**src/rtl/seq_pattern_tx.sv**
```systemverilog
// Bit-serial pattern transmitter: sends an LEN-bit pattern MSB-first, Reps times,
// with a one-cycle zero gap between repeats. Define SEQ_TX_PARITY_EN to append an even-parity bit per repeat.
module seq_pattern_tx #(
    parameter int LEN  = 4,
    parameter int REPW = 4
) (
    input  logic            Clock,
    input  logic            Resetn,
    input  logic            Start,
    input  logic            Abort,
    input  logic [LEN-1:0]  Pattern,
    input  logic [REPW-1:0] Reps,
    output logic            w,
    output logic            Valid,
    output logic            Busy,
    output logic            Done,
    output logic [1:0]      CurState
);

    localparam int IDXW = $clog2(LEN + 1);
`ifdef SEQ_TX_PARITY_EN
    localparam logic [IDXW-1:0] LAST_IDX = IDXW'(LEN);
`else
    localparam logic [IDXW-1:0] LAST_IDX = IDXW'(LEN - 1);
`endif

    typedef enum logic [1:0] {
        IDLE = 2'b00,
        SEND = 2'b01,
        GAP  = 2'b10,
        DONE = 2'b11
    } state_t;

    state_t            state_r, state_s;
    logic [LEN-1:0]    shift_r, shift_s;
    logic [LEN-1:0]    hold_r,  hold_s;
    logic [IDXW-1:0]   idx_r,   idx_s;
    logic [REPW-1:0]   rep_r,   rep_s;

    function automatic logic even_parity(input logic [LEN-1:0] data);
        return ^data;
    endfunction

    // Next-state and datapath update; Abort outside IDLE clears everything.
    always_comb begin
        state_s = state_r;
        shift_s = shift_r;
        hold_s  = hold_r;
        idx_s   = idx_r;
        rep_s   = rep_r;
        case (state_r)
            IDLE: begin
                if (Start && !Abort && (Reps != {REPW{1'b0}})) begin
                    shift_s = Pattern;
                    hold_s  = Pattern;
                    rep_s   = Reps;
                    idx_s   = {IDXW{1'b0}};
                    state_s = SEND;
                end else begin
                    state_s = IDLE;
                end
            end
            SEND: begin
                if (Abort) begin
                    state_s = IDLE;
                    shift_s = {LEN{1'b0}};
                    idx_s   = {IDXW{1'b0}};
                    rep_s   = {REPW{1'b0}};
                end else if (idx_r == LAST_IDX) begin
                    idx_s = {IDXW{1'b0}};
                    if (rep_r > REPW'(1)) begin
                        rep_s   = rep_r - REPW'(1);
                        shift_s = hold_r;
                        state_s = GAP;
                    end else begin
                        shift_s = shift_r << 1;
                        state_s = DONE;
                    end
                end else begin
                    shift_s = shift_r << 1;
                    idx_s   = idx_r + IDXW'(1);
                end
            end
            GAP: begin
                if (Abort) begin
                    state_s = IDLE;
                    shift_s = {LEN{1'b0}};
                    idx_s   = {IDXW{1'b0}};
                    rep_s   = {REPW{1'b0}};
                end else begin
                    state_s = SEND;
                end
            end
            DONE: begin
                if (Abort) begin
                    shift_s = {LEN{1'b0}};
                    idx_s   = {IDXW{1'b0}};
                    rep_s   = {REPW{1'b0}};
                end else begin
                    rep_s = rep_r;
                end
                state_s = IDLE;
            end
            default: begin
                state_s = IDLE;
                shift_s = {LEN{1'b0}};
                idx_s   = {IDXW{1'b0}};
                rep_s   = {REPW{1'b0}};
            end
        endcase
    end

    // State, counter and shift register flops with synchronous active-low reset.
    always_ff @(posedge Clock) begin
        if (!Resetn) begin
            state_r <= IDLE;
            shift_r <= {LEN{1'b0}};
            hold_r  <= {LEN{1'b0}};
            idx_r   <= {IDXW{1'b0}};
            rep_r   <= {REPW{1'b0}};
        end else begin
            state_r <= state_s;
            shift_r <= shift_s;
            hold_r  <= hold_s;
            idx_r   <= idx_s;
            rep_r   <= rep_s;
        end
    end

    // Moore output decode from registered state only.
    always_comb begin
        w        = 1'b0;
        Valid    = 1'b0;
        Busy     = 1'b0;
        Done     = 1'b0;
        CurState = state_r;
        case (state_r)
            IDLE: begin
                Busy = 1'b0;
            end
            SEND: begin
                Valid = 1'b1;
                Busy  = 1'b1;
`ifdef SEQ_TX_PARITY_EN
                if (idx_r == LAST_IDX) begin
                    w = even_parity(hold_r);
                end else begin
                    w = shift_r[LEN-1];
                end
`else
                w = shift_r[LEN-1];
`endif
            end
            GAP: begin
                Busy = 1'b1;
            end
            DONE: begin
                Busy = 1'b1;
                Done = 1'b1;
            end
            default: begin
                CurState = 2'b00;
            end
        endcase
    end

endmodule

```
**config.mk**
```make
export PLATFORM = sky130hd
export DESIGN_NAME = seq_pattern_tx
export DESIGN_NICKNAME = d
export VERILOG_FILES = /design/src/rtl/seq_pattern_tx.sv
export SDC_FILE = /design/constraint.sdc
export NUM_CORES = 1
export LEC_CHECK = 0
export ABC_AREA = 1
export BUFFER_PORTS_ARGS = -buffer_cell sky130_fd_sc_hd__buf_2
export CORE_MARGIN = 2
export CORE_UTILIZATION = 58
export DETAILED_ROUTE_END_ITERATION = 8
export PLACE_DENSITY = 0.79
export SLEW_MARGIN = 40
export SYNTH_ARGS = -nofsm -noshare
export SYNTH_HDL_FRONTEND = slang
export SYNTH_SLANG_ARGS = --single-unit
```
**constraint.sdc**
```tcl
create_clock -name Clock -period 2.8 [get_ports Clock]
set_clock_uncertainty 0.05 [all_clocks]
set_input_delay 0.14 -clock Clock [delete_from_list [all_inputs] [get_ports Clock]]
set_output_delay 0.14 -clock Clock [all_outputs]
set_load 0.01 [all_outputs]
```
Word-level counts from Yosys, hierarchy flattened
Index checks and enable logic that the tools add are counted.
{"block": "word_totals", "reg_bits": 17}
{"block": "op_classes", "n_addsub": 2, "n_lt_le_gt_ge": 1, "n_mux": 26, "reduce_logical": 10, "eq_ne": 8}
{"cell": "4-bit two-way mux", "n": 9}
{"cell": "4-bit one-hot mux with 3 select lines", "n": 2}
{"cell": "3-bit two-way mux", "n": 4}
{"cell": "3-bit one-hot mux with 3 select lines", "n": 1}
{"cell": "2-bit one-hot mux with 4 select lines", "n": 1}
{"cell": "1-bit two-way mux", "n": 6}
{"cell": "3-bit != test (second input constant)", "n": 2}
{"cell": "2-bit == test (second input constant)", "n": 2}
{"cell": "4-bit by 1-bit > comparator with 1-bit output (second input constant)", "n": 1}
{"cell": "2-bit two-way mux", "n": 2}
{"cell": "2-bit AND reduction", "n": 2}
{"cell": "4-bit AND reduction", "n": 1}
{"cell": "4-bit nonzero test", "n": 1}
{"cell": "4-bit by 1-bit subtractor with 4-bit output (second input constant)", "n": 1}
{"cell": "3-bit by 1-bit adder with 3-bit output (second input constant)", "n": 1}
{"cell": "3-bit by 2-bit == test with 1-bit output (second input constant)", "n": 1}
{"cell": "3-bit OR reduction", "n": 1}
{"cell": "2-bit by 1-bit == test with 1-bit output (second input constant)", "n": 1}
{"cell": "1-bit logical AND", "n": 2}
{"cell": "2-bit logical NOT", "n": 1}
{"cell": "2-bit by 1-bit != test with 1-bit output (second input constant)", "n": 1}
{"cell": "2-bit != test (second input constant)", "n": 1}
{"cell": "1-bit one-hot mux with 2 select lines", "n": 1}
{"cell": "2-bit OR reduction", "n": 1}
{"cell": "1-bit logical NOT", "n": 1}

Longest topological paths before layout
{"block": "depth", "word_depth": 5, "mapped_depth": 10, "depth_no_buf": 10}

Worst setup path before layout
Ideal clock, no wire load.
{"block": "synth_path", "path_type": "flip-flop to flip-flop", "from": "reg rep_r[0]", "to": "reg rep_r[0]", "synth_period_minus_slack_ps": 1368, "arrival_ps": 1205, "path_stages_with_launch": 9, "setup_slack_ps": 1432, "cell_sequence": "dfxtp_1 inv_1 ha_1 nor2_1 nor2_1 o21ai_0 nand3_1 nand2_1 nor2_1"}
{"block": "synth_between", "elab_chain_cells": 5}
{"element": "start: declaration", "line_no": "38", "source": "logic [REPW-1:0] rep_r, rep_s;"}
{"element": "start signal: assignment", "line_no": "120", "source": "rep_r <= {REPW{1'b0}};"}
{"element": "start signal: assignment", "line_no": "126", "source": "rep_r <= rep_s;"}
{"element": "4-bit by 1-bit subtractor with 4-bit output", "line_no": "72", "source": "rep_s = rep_r - REPW'(1);"}
{"element": "4-bit two-way mux", "line_no": "71", "source": "if (rep_r > REPW'(1)) begin"}
{"element": "4-bit two-way mux", "line_no": "69", "source": "end else if (idx_r == LAST_IDX) begin"}
{"element": "4-bit two-way mux", "line_no": "64", "source": "if (Abort) begin"}
{"element": "4-bit one-hot mux with 3 select lines", "line_no": "51", "source": "case (state_r)"}
Several ways; a longest one is shown, not always the timed one. The select of a mux whose other input is x is not followed.
A chain may end at the register's enable or synchronous reset.

Worst setup path after layout
{"block": "layout_path", "from": "reg state_r[0] (netlist: CurState[0])", "to": "out Busy"}
{"block": "layout_between", "elab_chain_cells": 3}
{"element": "start: declaration", "line_no": "34", "source": "state_t state_r, state_s;"}
{"element": "start signal: assignment", "line_no": "122", "source": "state_r <= state_s;"}
{"element": "2-bit == test or 2-bit by 1-bit == test with 1-bit output (tied branches)", "line_no": "137", "source": "case (state_r)"}
{"element": "3-bit OR reduction (no line)"}
{"element": "1-bit one-hot mux with 2 select lines (*)", "line_no": "137"}
{"element": "end: declaration", "line_no": "15", "source": "output logic Busy,"}
Every way passes the cells marked *; elsewhere a longest branch is shown, timed or not.

==> impl_metrics.env <==
export IMPL_yosysMostFrequentCell="nor2_1"
export IMPL_sw_frac_of_total_pct=32.0
export IMPL_core_area_sq_um=1690
export IMPL_placed_area_sq_um=1110
export IMPL_antenna_cells=0
export IMPL_synth_seq_cells=17
export IMPL_die_area_sq_um=2110
export IMPL_p_int_mw=0.363
export IMPL_grt_pass1_vias=870
export IMPL_rsz0062_at_grt="no"
export IMPL_required_ps=2610
export IMPL_cp_start_kind="register"
export IMPL_synth_nets=175
export IMPL_cp_max_fo=11
export IMPL_ios=18
export IMPL_hold_worst_slack_ps=89.3
export IMPL_num_rows=15
export IMPL_ys_top_cells_by_count="40 x nor2_1, 33 x nand2_1, 20 x inv_1, 17 x dfxtp_1, 12 x o21ai_0"
export IMPL_status="complete, no violations"
export IMPL_crit_arrival_ps=1410
export IMPL_setup_tns_ps=0
export IMPL_synth_edf_count=0
export IMPL_synth_ff_type="dfxtp_1"
export IMPL_yosys_area_top_type="dfxtp_1"
export IMPL_final_util_pct=67.5
export IMPL_syn_inst=160
export IMPL_area_delta_synth_final_pct=11.5
export IMPL_postCtsSetupBuffers=0
export IMPL_synth_largest_type_area_fraction_pct=33.3
export IMPL_start_util_pct=60.5
export IMPL_seqPwrFrac_pct=51.0
export IMPL_async_flop_share_pct=0
export IMPL_postCtsHoldBufs=0
export IMPL_placed_cells=192
export IMPL_antenna_found_initial=0
export IMPL_grt_max_degree=14
export IMPL_cts_buffers=3
export IMPL_worstSkewPairLatency_ps=290
export IMPL_dr_pass1_iters=4
export IMPL_hold_path_class="in2reg"
export IMPL_die_h_microns=46.0
export IMPL_slew_viol_final=0
export IMPL_worst_slew_pin_slew_ps=529
export IMPL_ys_types=22
export IMPL_grt_pass1_wl_microns=3450
export IMPL_cts_root_buf="clkbuf_4"
export IMPL_timing_fmax_mhz=626
export IMPL_peakVddDrop_v=0.000296
export IMPL_gp_congestion=0.903
export IMPL_portBuffers=17
export IMPL_htree_levels=1
export IMPL_power_density_nw_per_um2=468
export IMPL_final_cell_area_sq_um=1140
export IMPL_cts_sinks=17
export IMPL_drv_cap=0
export IMPL_synth_seq_area_share_pct=33.3
export IMPL_slew_headroom_pct=64.7
export IMPL_wl_per_cell_microns=11.0
export IMPL_power_total_mw=0.533
export IMPL_ys_top_cells_by_area="dfxtp_1 33%, nor2_1 15%, nand2_1 12%"
export IMPL_period_needed_ps=1600
export IMPL_critical_path_class="reg2out"
export IMPL_cts_tree="done"
export IMPL_syn_cell_area_sq_um=1020
export IMPL_setup_violations=0
export IMPL_vias_per_cell=5.07
export IMPL_fin_cells=196
export IMPL_ys_warn_count=0
export IMPL_drc=0
export IMPL_layout_setup_ws_ps=1200
export IMPL_cts_buffer_depth=2
export IMPL_drive_above_1_share_pct=19.0
export IMPL_p_leak_nw=0.565
export IMPL_synth_avg_cell_area_sq_um=6.39
export IMPL_overflow=0
export IMPL_die_x_microns=46.0
export IMPL_end_kind="output pin"
export IMPL_power_switching_mw=0.171
export IMPL_grt_usage_pct=22.6
export IMPL_hold_viol=0
export IMPL_nNetsFinal=195
export IMPL_cts_resized=0
export IMPL_via_count=994
export IMPL_combPwrFrac_pct=24.8
export IMPL_pwr_share_clk_pct=24.2
export IMPL_drt_initial_drc_count=9
export IMPL_dp_hpwl_microns=1700
export IMPL_timing_final_crit_share_pct=57.1
export IMPL_dp_slack_ps=1220
export IMPL_clk_pin_slew_ps=100
export IMPL_ant_nets=0
export IMPL_routed_wl_microns=2150
[registers in the layout, indices dropped and copies added (netlist names)]
register,count
CurState,2
hold_r,4
idx_r,3
rep_r,4
shift_r,4
[cell families after synthesis]
kind of cell    after synthesis  share of synthesized area (%)
flops                        17                           33.3
simple gates                 93                           40.3
compound gates               22                           12.5
fa+ha+maj                     3                           3.67
buf+inv                      25                           10.3
[cells in the final DEF (no fill, tap or decap), drive strengths merged]
master / n
buf: 17
inv: 23
nand3: 11
nand2: 34
a21oi: 7
clkbuf: 3
o21ai: 12
nor3: 1
or2: 1
nor2: 46
clkinv: 1
a31oi: 1
a22oi: 2
dfxtp: 17
ha: 3
[routing by layer]
layer	GRT usage, %	up-vias	share of wire [%]
met3	2.38	5	5.2
met4	6.86	0	1.5
met1	28.1	431	44
li1	-	535	-
met2	40.3	23	49
met5	0	-	0
[critical path, stage by stage, from the launching register on]
cell and delay, ps:
dfxtp_1 390, nor2_2 440, inv_1 120, buf_2 160
[power by group through the flow]
stage | sequential (mW) | clock (mW) | combinational (mW)
2_1_floorplan | 0.276 | 0 | 0.100
3_3_place_gp | 0.277 | 0 | 0.131
3_5_place_dp | 0.278 | 0 | 0.131
4_1_cts | 0.272 | 0.133 | 0.133
5_1_grt | 0.275 | 0.140 | 0.152
6_report | 0.272 | 0.129 | 0.132
[final timing paths]
kind	slack [ps]	depth (start not counted)	from	endpoint
setup reg to reg	1200	8	idx_r[0]	rep_r[1]
hold reg to reg	410	2	hold_r[3]	hold_r[3]
setup / recovery	1200	3	CurState[0]	Busy
hold / removal	90	3	Pattern[1]	hold_r[1]
[layout make-up]
type	count	area [sq um]
clock buffers	3	22.5
clock inverters	1	5.00
fillers	172	549
inverters	23	88.8
multi-input cells	118	577
flip-flops and latches	17	340
well taps	17	21.3
repair buffers	17	85.1
No activity file was read; power rests on OpenSTA's default activity.
